<file path="src/rtl/pipeline_mem_arbiter_pkg.sv">
// Shared widths, defaults and encodings for the IF/MEM single-port memory arbiter.
package pipeline_mem_arbiter_pkg;
    localparam int ADDRESS_LEN         = 32;
    localparam int REGISTER_LEN        = 32;
    localparam int MEM_WAIT_CYCLES_DEF = 2;

    typedef enum logic [1:0] {
        ST_IDLE    = 2'd0,
        ST_ACC_IF  = 2'd1,
        ST_ACC_MEM = 2'd2,
        ST_RESP    = 2'd3
    } arb_state_t;

    typedef enum logic {
        GNT_IF  = 1'b0,
        GNT_MEM = 1'b1
    } gnt_t;

    // Counter width able to hold 0..n, never narrower than one bit.
    function automatic int cnt_width(input int n);
        return (n < 1) ? 1 : $clog2(n + 1);
    endfunction
endpackage

</file>
<file path="src/rtl/pipeline_mem_arbiter_counter.sv">
// Wait-state counter: cleared outside an access, counts each access cycle, flags the last one.
module mem_wait_counter
    import pipeline_mem_arbiter_pkg::*;
#(
    parameter int MAX = MEM_WAIT_CYCLES_DEF
) (
    input  logic i_clk,
    input  logic i_rst_n,
    input  logic i_clear,
    input  logic i_en,
    output logic o_tc
);
    localparam int W = cnt_width(MAX);

    logic [W-1:0] r_cnt;

    always_ff @(posedge i_clk or negedge i_rst_n) begin
        if (!i_rst_n)     r_cnt <= '0;
        else if (i_clear) r_cnt <= '0;
        else if (i_en)    r_cnt <= r_cnt + 1'b1;
    end

    assign o_tc = (r_cnt == W'(MAX));
endmodule

</file>
<file path="src/rtl/pipeline_mem_arbiter.sv">
// Arbitrates IF fetches and MEM loads/stores onto one wait-stated memory bus;
// alternates grants under contention and stalls the front end while either side waits.
module pipeline_mem_arbiter
    import pipeline_mem_arbiter_pkg::*;
#(
    parameter int MEM_WAIT_CYCLES = MEM_WAIT_CYCLES_DEF,
    parameter int ADDR_W          = ADDRESS_LEN,
    parameter int DATA_W          = REGISTER_LEN
) (
    input  logic              i_clk,
    input  logic              i_rst_n,
    input  logic              i_if_req,
    input  logic [ADDR_W-1:0] i_if_addr,
    output logic [DATA_W-1:0] o_if_rdata,
    output logic              o_if_ready,
    input  logic              i_mem_rd_req,
    input  logic              i_mem_wr_req,
    input  logic [ADDR_W-1:0] i_mem_addr,
    input  logic [DATA_W-1:0] i_mem_wdata,
    output logic [DATA_W-1:0] o_mem_rdata,
    output logic              o_mem_ready,
    output logic              o_freeze,
    output logic              o_ext_en,
    output logic              o_ext_we,
    output logic [ADDR_W-1:0] o_ext_addr,
    output logic [DATA_W-1:0] o_ext_wdata,
    input  logic [DATA_W-1:0] i_ext_rdata
);
    arb_state_t        r_state;
    gnt_t              r_last_grant;
    logic              r_ext_en, r_ext_we;
    logic [ADDR_W-1:0] r_ext_addr;
    logic [DATA_W-1:0] r_ext_wdata;
    logic              r_if_ready, r_mem_ready;
    logic [DATA_W-1:0] r_if_rdata, r_mem_rdata;

    logic w_in_acc, w_tc, w_req_mem, w_gnt_mem;

    assign w_in_acc  = (r_state == ST_ACC_IF) || (r_state == ST_ACC_MEM);
    assign w_req_mem = i_mem_rd_req | i_mem_wr_req;
    // MEM wins when alone, or when both wait and IF had the previous grant.
    assign w_gnt_mem = w_req_mem & (~i_if_req | (r_last_grant == GNT_IF));

    mem_wait_counter #(.MAX(MEM_WAIT_CYCLES)) u_wait (
        .i_clk   (i_clk),
        .i_rst_n (i_rst_n),
        .i_clear (~w_in_acc),
        .i_en    (w_in_acc),
        .o_tc    (w_tc)
    );

    always_ff @(posedge i_clk or negedge i_rst_n) begin
        if (!i_rst_n) begin
            r_state      <= ST_IDLE;
            r_last_grant <= GNT_IF;
            r_ext_en     <= 1'b0;
            r_ext_we     <= 1'b0;
            r_ext_addr   <= '0;
            r_ext_wdata  <= '0;
            r_if_ready   <= 1'b0;
            r_mem_ready  <= 1'b0;
            r_if_rdata   <= '0;
            r_mem_rdata  <= '0;
        end else begin
            r_if_ready  <= 1'b0;
            r_mem_ready <= 1'b0;
            case (r_state)
                ST_IDLE: begin
                    if (i_if_req || w_req_mem) begin
                        r_ext_en <= 1'b1;
                        if (w_gnt_mem) begin
                            r_state      <= ST_ACC_MEM;
                            r_last_grant <= GNT_MEM;
                            r_ext_addr   <= i_mem_addr;
                            r_ext_wdata  <= i_mem_wdata;
                            r_ext_we     <= i_mem_wr_req;  // store wins if both asserted
                        end else begin
                            r_state      <= ST_ACC_IF;
                            r_last_grant <= GNT_IF;
                            r_ext_addr   <= i_if_addr;
                            r_ext_wdata  <= '0;
                            r_ext_we     <= 1'b0;
                        end
                    end
                end
                ST_ACC_IF, ST_ACC_MEM: begin
                    if (w_tc) begin
                        r_state  <= ST_RESP;
                        r_ext_en <= 1'b0;
                        r_ext_we <= 1'b0;
                        if (r_state == ST_ACC_IF) begin
                            r_if_ready <= 1'b1;
                            r_if_rdata <= i_ext_rdata;
                        end else begin
                            r_mem_ready <= 1'b1;
                            if (!r_ext_we) r_mem_rdata <= i_ext_rdata;
                        end
                    end
                end
                // Unconditional return so a requester dropping at its ready edge is not re-served.
                ST_RESP: r_state <= ST_IDLE;
                default: r_state <= ST_IDLE;
            endcase
        end
    end

    assign o_freeze    = i_rst_n & ((i_if_req & ~r_if_ready) | (w_req_mem & ~r_mem_ready));
    assign o_ext_en    = r_ext_en;
    assign o_ext_we    = r_ext_we;
    assign o_ext_addr  = r_ext_addr;
    assign o_ext_wdata = r_ext_wdata;
    assign o_if_ready  = r_if_ready;
    assign o_if_rdata  = r_if_rdata;
    assign o_mem_ready = r_mem_ready;
    assign o_mem_rdata = r_mem_rdata;
endmodule

</file>
<file path="config.mk">
export PLATFORM = sky130hd
export DESIGN_NAME = pipeline_mem_arbiter
export DESIGN_NICKNAME = d
export VERILOG_FILES = /design/src/rtl/pipeline_mem_arbiter_pkg.sv /design/src/rtl/pipeline_mem_arbiter_counter.sv /design/src/rtl/pipeline_mem_arbiter.sv
export SDC_FILE = /design/constraint.sdc
export NUM_CORES = 1
export LEC_CHECK = 0
export ABC_CLOCK_PERIOD_IN_PS = 5500
export CAP_MARGIN = 20
export CORE_ASPECT_RATIO = 1.4
export CORE_MARGIN = 1
export CORE_UTILIZATION = 25
export CTS_BUF_LIST = sky130_fd_sc_hd__clkbuf_2 sky130_fd_sc_hd__clkbuf_4 sky130_fd_sc_hd__clkbuf_8
export DETAILED_ROUTE_END_ITERATION = 10
export SYNTH_ARGS = -nofsm -noshare
export SYNTH_HDL_FRONTEND = slang
export SYNTH_SLANG_ARGS = --single-unit
</file>
<file path="constraint.sdc">
create_clock -name i_clk -period 5.5 [get_ports i_clk]
set_input_delay 1.1 -clock i_clk [delete_from_list [all_inputs] [get_ports i_clk]]
set_output_delay 1.1 -clock i_clk [all_outputs]
set_load 0.05 [all_outputs]
</file>
Word-level counts from Yosys, hierarchy flattened
Cells that the tools add are included.
{ "word_totals": {"output_inout_bits": 133, "word_cells": 61, "in_bits": 133, "reg_bits": 137} }
{ "classes": {"muxes": 20, "add_sub_neg": 1, "n_eq_ne": 6, "bitwise_logic": 13, "reduce_logical": 10} }
{ "ops": {"columns": ["operator", "count"], "rows": [
  ["two-way mux 32 bit", 2],
  ["two-way mux 1 bit", 11],
  ["two-way mux 2 bit", 4],
  ["== test 2 bit (second input constant)", 3],
  ["NOT 1 bit", 6],
  ["one-hot mux 2 bit (3 select lines)", 1],
  ["AND reduction 3 bit", 2],
  ["AND 1 bit", 4],
  ["one-hot mux 1 bit (2 select lines)", 2],
  ["AND reduction 2 bit", 2],
  ["AND reduction 4 bit", 1],
  ["bitwise OR 1 bit", 3],
  ["adder 2 x 1 -> 2 bit (second input constant)", 1],
  ["== test 2 x 1 -> 1 bit (second input constant)", 1],
  ["zero test 2 bit", 1],
  ["logical OR 1 bit", 2],
  ["inequality test 2 x 1 -> 1 bit (second input constant)", 1],
  ["inequality test 2 bit (second input constant)", 1],
  ["nonzero test 2 bit", 1],
  ["OR reduction 2 bit", 1]
]} }

Logic depth before layout (Yosys ltp)
{ "depth": {"ltp_word": 6, "ltp_mapped": 7, "ltp_nobuf": 5} }

Cells and area by module
From an unflattened synthesis, not the netlist that was laid out.
{ "hier_totals": {"hier_cells": 398, "hier_area_um2": 5549.1} }
{ "by_module_without_submodules": {"columns": ["mod", "cells_each", "n_inst", "area_per_inst_um2"], "rows": [
  ["pipeline_mem_arbiter", 389, 1, 5449.0],
  ["mem_wait_counter", 9, 1, 100.1]
]} }

Worst setup path before layout
Ideal clock, no wire load.
{ "synth_timing": {"path_type": "input-to-output", "startpoint": "input port i_if_req", "endpoint": "output port o_freeze", "stages": 4, "n_path_buf": 1, "slack_ns": 2.512, "arrival_ns": 1.888, "cell_sequence": "buf_2 inv_1 o22ai_1 and2_1"} }
{ "synth_via": {"elab_chain_cells": 3} }
{ "synth_rtl": {"columns": ["element", "line_no", "source"], "rows": [
  ["start: declaration", "pipeline_mem_arbiter.sv:12", "input logic i_if_req,"],
  ["AND 1 bit", "pipeline_mem_arbiter.sv:107", "assign o_freeze = i_rst_n & ((i_if_req & ~r_if_ready) | (w_req_mem & ~r_mem_ready));"],
  ["bitwise OR 1 bit", "pipeline_mem_arbiter.sv:107", null],
  ["AND 1 bit", "pipeline_mem_arbiter.sv:107", null],
  ["end: declaration", "pipeline_mem_arbiter.sv:22", "output logic o_freeze,"]
]} }
Every way passes these cells.

Worst setup path in the final report
{ "layout_timing": {"startpoint": "input port i_mem_wr_req", "endpoint": "output port o_freeze"} }
{ "layout_via": {"elab_chain_cells": 4} }
{ "layout_rtl": {"columns": ["element", "line_no", "source"], "rows": [
  ["start: declaration", "pipeline_mem_arbiter.sv:17", "input logic i_mem_wr_req,"],
  ["bitwise OR 1 bit", "pipeline_mem_arbiter.sv:40", "assign w_req_mem = i_mem_rd_req | i_mem_wr_req;"],
  ["AND 1 bit", "pipeline_mem_arbiter.sv:107", null],
  ["bitwise OR 1 bit", "pipeline_mem_arbiter.sv:107", null],
  ["AND 1 bit", "pipeline_mem_arbiter.sv:107", null]
]} }
Every way passes these cells.

==> impl_metrics.csv <==
group,metric,value,unit
synth,avgSynthCellArea,14.00,um^2
global_routing,antenna_found_initial,0,
floorplan,rows,63,
global_routing,grt_pass1_wl,23670,um
setup_path,worstPathMaxFanout,6,
cts,numCtsBuffers,17,
synth,ys_types,29,
cts,clock-sinks,137,
cts,clock_latency,0.43,ns
place,portBuffers,265,
drt,firstDrtPassIters,4,
sta,max_freq,246.4,MHz
pwr,swShare,47.99,%
cells_and_area,final_cells,962,
setup_path,crit_type,"input pin to output port",
synth,synthFlopType,"dfrtp_1",
pwr,sequentialPowerShare,27.8,%
sta,drv_slew,0,
synth,ys_seq_elements,137,
synth,ys_warn_count,0,
cts,h-tree-depth,4,
pwr,switchingPower,0.003002,W
floorplan,initial_core_util,25.72,%
setup_path,crit_required,4.40,ns
outcome,outcome,"finished clean",
drt,viasPerCell,4.289,
cells_and_area,drive_gt1_share,16.12,%
synth,netlist_top_cells_area,"dfrtp_1, mux2_2, mux2i_1",
synth,netlist_instances,394,
setup_path,path_cells,"clkdlybuf4s50_1, nor2_1, o22ai_1, and2_1, clkdlybuf4s50_1",
synth,yosysTopAreaCellShare,62.16,%
floorplan,io_pins,266,
setup_path,crit_top_cell,"clkdlybuf4s50_1",
global_routing,grt_max_degree,92,
pwr,power_density,707.0,nW/um^2
sta,period_needed,4.059,ns
setup_path,endpoint_kind,"output port",
cells_and_area,diodes,0,
drt,via_count,4126,
synth,yosysMostFrequentCell,"dfrtp_1",
pwr,p_leak,3.766,nW
synth,synth_area,5515,um^2
sta,setup_viol,0,
synth,yosysSeqAreaShare,62.16,%
synth,yosysTopAreaCell,"dfrtp_1",
cts,post_cts_buffers,0,
sta,period_share,73.80,%
global_routing,grt_pass1_vias,4465,
drt,drtIter0Drc,68,
setup_path,start_kind,"input pin",
sta,tns,0,ns
floorplan,die_y,177.7,um
sta,fin_worst_skew,0.01303,ns
drt,antenna_left,0,
floorplan,die-width,127.5,um
cts,clk_root_buffer_cell,"clkbuf_8",
sta,tightest_slew,0.9685,ns
cells_and_area,nNetsFinal,796,
drt,routed_wl,15310,um
job,drv_cap,0,
pwr,ir_drop,0.3290,mV
cts,cts_hold_buffers,0,
place,placedCellCount,930,
cells_and_area,area_growth,60.46,%
global_routing,grt_use_total,13.80,%
setup_path,cp_slowest_cell,"clkdlybuf4s50_1",
synth,synth_nets,532,
drt,drc_errors,0,
place,gp_congestion,0.7376,
pwr,p_int,0.003254,W
synth,yosys-top-cells-count,"dfrtp_1, mux2_2, mux2i_1",
cts,clock_path_buffers,2,
sta,max-slew-margin-rel,35.21,%
setup_path,reg2reg_slack,3.34,ns
sta,hold_viol_final,0,
place,dpl.hpwl,11450,um
setup_path,crit_arrival,2.96,ns
pwr,p_comb_share,58.9,%
floorplan,core,21440,um^2
drt,wire_per_inst,15.92,um
pwr,finalPower,0.006257,W
synth,async_flop_share,100.0,%
pwr,clkPwrFrac,13.3,%
cts,cts_resized,0,
cts,cts_tree,"built",
sta,rsz0062_at_grt,"no",
cts,clkTransAtPathRegs,0.07,ns
worst_hold_path,holdCritPathClass,"register to register",
floorplan,dieArea,22670,um^2
synth,synth_edf_count,0,
setup_path,max_stage_delay,0.83,ns
global_routing,overflow,0,
## layer usage
layer	GRT usage, %	up-vias	routed length, um
li1	-	1919	-
met1	13.84	2036	5376
met2	25.66	158	8493
met3	5.396	13	1223
met4	4.712	0	221
met5	0	-	0
## final timing paths
path,from,to,cells after the start
setup / recovery,i_mem_wr_req,o_freeze,5
hold / removal,u_wait.r_cnt[0],u_wait.r_cnt[0],1
setup reg to reg,r_state[0],o_mem_rdata[8],5
hold reg to reg,u_wait.r_cnt[0],u_wait.r_cnt[0],1
max in group asynchronous,i_rst_n,o_ext_addr[27],2
min in group asynchronous,i_rst_n,o_mem_rdata[2],1
## critical path, delay by kind of cell
kind | cells | cell delay, ns
buffers and inverters | 2 | 1.50
AO/OA/AOI/OAI | 1 | 0.11
AND/OR/NAND/NOR | 2 | 0.25
## metrics by stage
| stage | worst slack, ns | cell area, um^2 | utilization [%] | hold slack (ns) |
|---|---|---|---|---|
| 5_1_grt | 1.303 | 8850 | 41.28 | 0.4504 |
| 6_report | 1.441 | 8850 | 41.28 | 0.4279 |
| 2_1_floorplan | 2.512 | 5515 | - | 0.4024 |
| 3_5_place_dp | 1.435 | 8428 | 39.31 | 0.4180 |
| 3_3_place_gp | 1.407 | 8428 | 39.31 | 0.4138 |
| 4_1_cts | 1.430 | 8830 | 41.18 | 0.4301 |
## state kept, by name, summed over array words and instances (netlist names)
| signal | count |
|---|---|
| o_ext_en | 1 |
| o_ext_we | 1 |
| o_if_ready | 1 |
| r_last_grant | 1 |
| r_state | 2 |
| o_mem_rdata | 32 |
| o_if_rdata | 32 |
| o_mem_ready | 1 |
| o_ext_wdata | 32 |
| u_wait.r_cnt | 2 |
| o_ext_addr | 32 |
## layout make-up
type                            instances  area (um^2)
Clock buffer                           19        261.5
Multi-Input combinational cell        224         1913
Fill cell                            2064        12590
Timing Repair Buffer                  272         2719
Inverter                                6        22.52
Clock inverter                         12        140.1
Tap cell                              292        365.4
Sequential cell                       137         3428
## logic make-up (layout without fill, tap and decap cells)
kind of cell / count (synthesis) / count (layout) / share of synthesized area [%]
adder cells (fa/ha/maj): 5 / 5 / 1.134
multiplexers: 101 / 101 / 19.83
AND/OR/NAND/NOR: 44 / 44 / 3.494
buffers and inverters: 33 / 309 / 3.471
AO/OA/AOI/OAI: 74 / 74 / 9.914
flip-flops: 137 / 137 / 62.16
## power by group through the flow
stage                     combinational (W)  sequential (W)  clock, W
after global routing                0.00385         0.00181  0.000920
after floorplan                    0.000841         0.00334         0
final                               0.00368         0.00174  0.000834
after global placement              0.00367         0.00174         0
after CTS                           0.00372         0.00175  0.000875
after detailed placement            0.00371         0.00177         0
## cells in the final DEF (no fill, tap or decap), types with 2 or more instances in the layout
cell,synthesis,routed
inv_1,6,6
buf_4,9,6
inv_6,0,4
nand2_1,33,32
clkinv_4,0,2
mux2_1,2,2
nor2_1,2,2
o21ai_1,11,11
dfrtp_1,137,137
o21ai_0,21,21
and2_1,2,2
a22o_1,32,32
clkdlybuf4s50_1,0,264
ha_1,5,5
a21oi_1,3,3
bufinv_16,0,2
clkbuf_8,0,19
mux2i_1,35,35
mux2_2,64,64
clkinvlp_4,0,3
o22ai_1,2,2
nor2b_1,3,3
No activity file was read; power rests on OpenSTA's default activity.
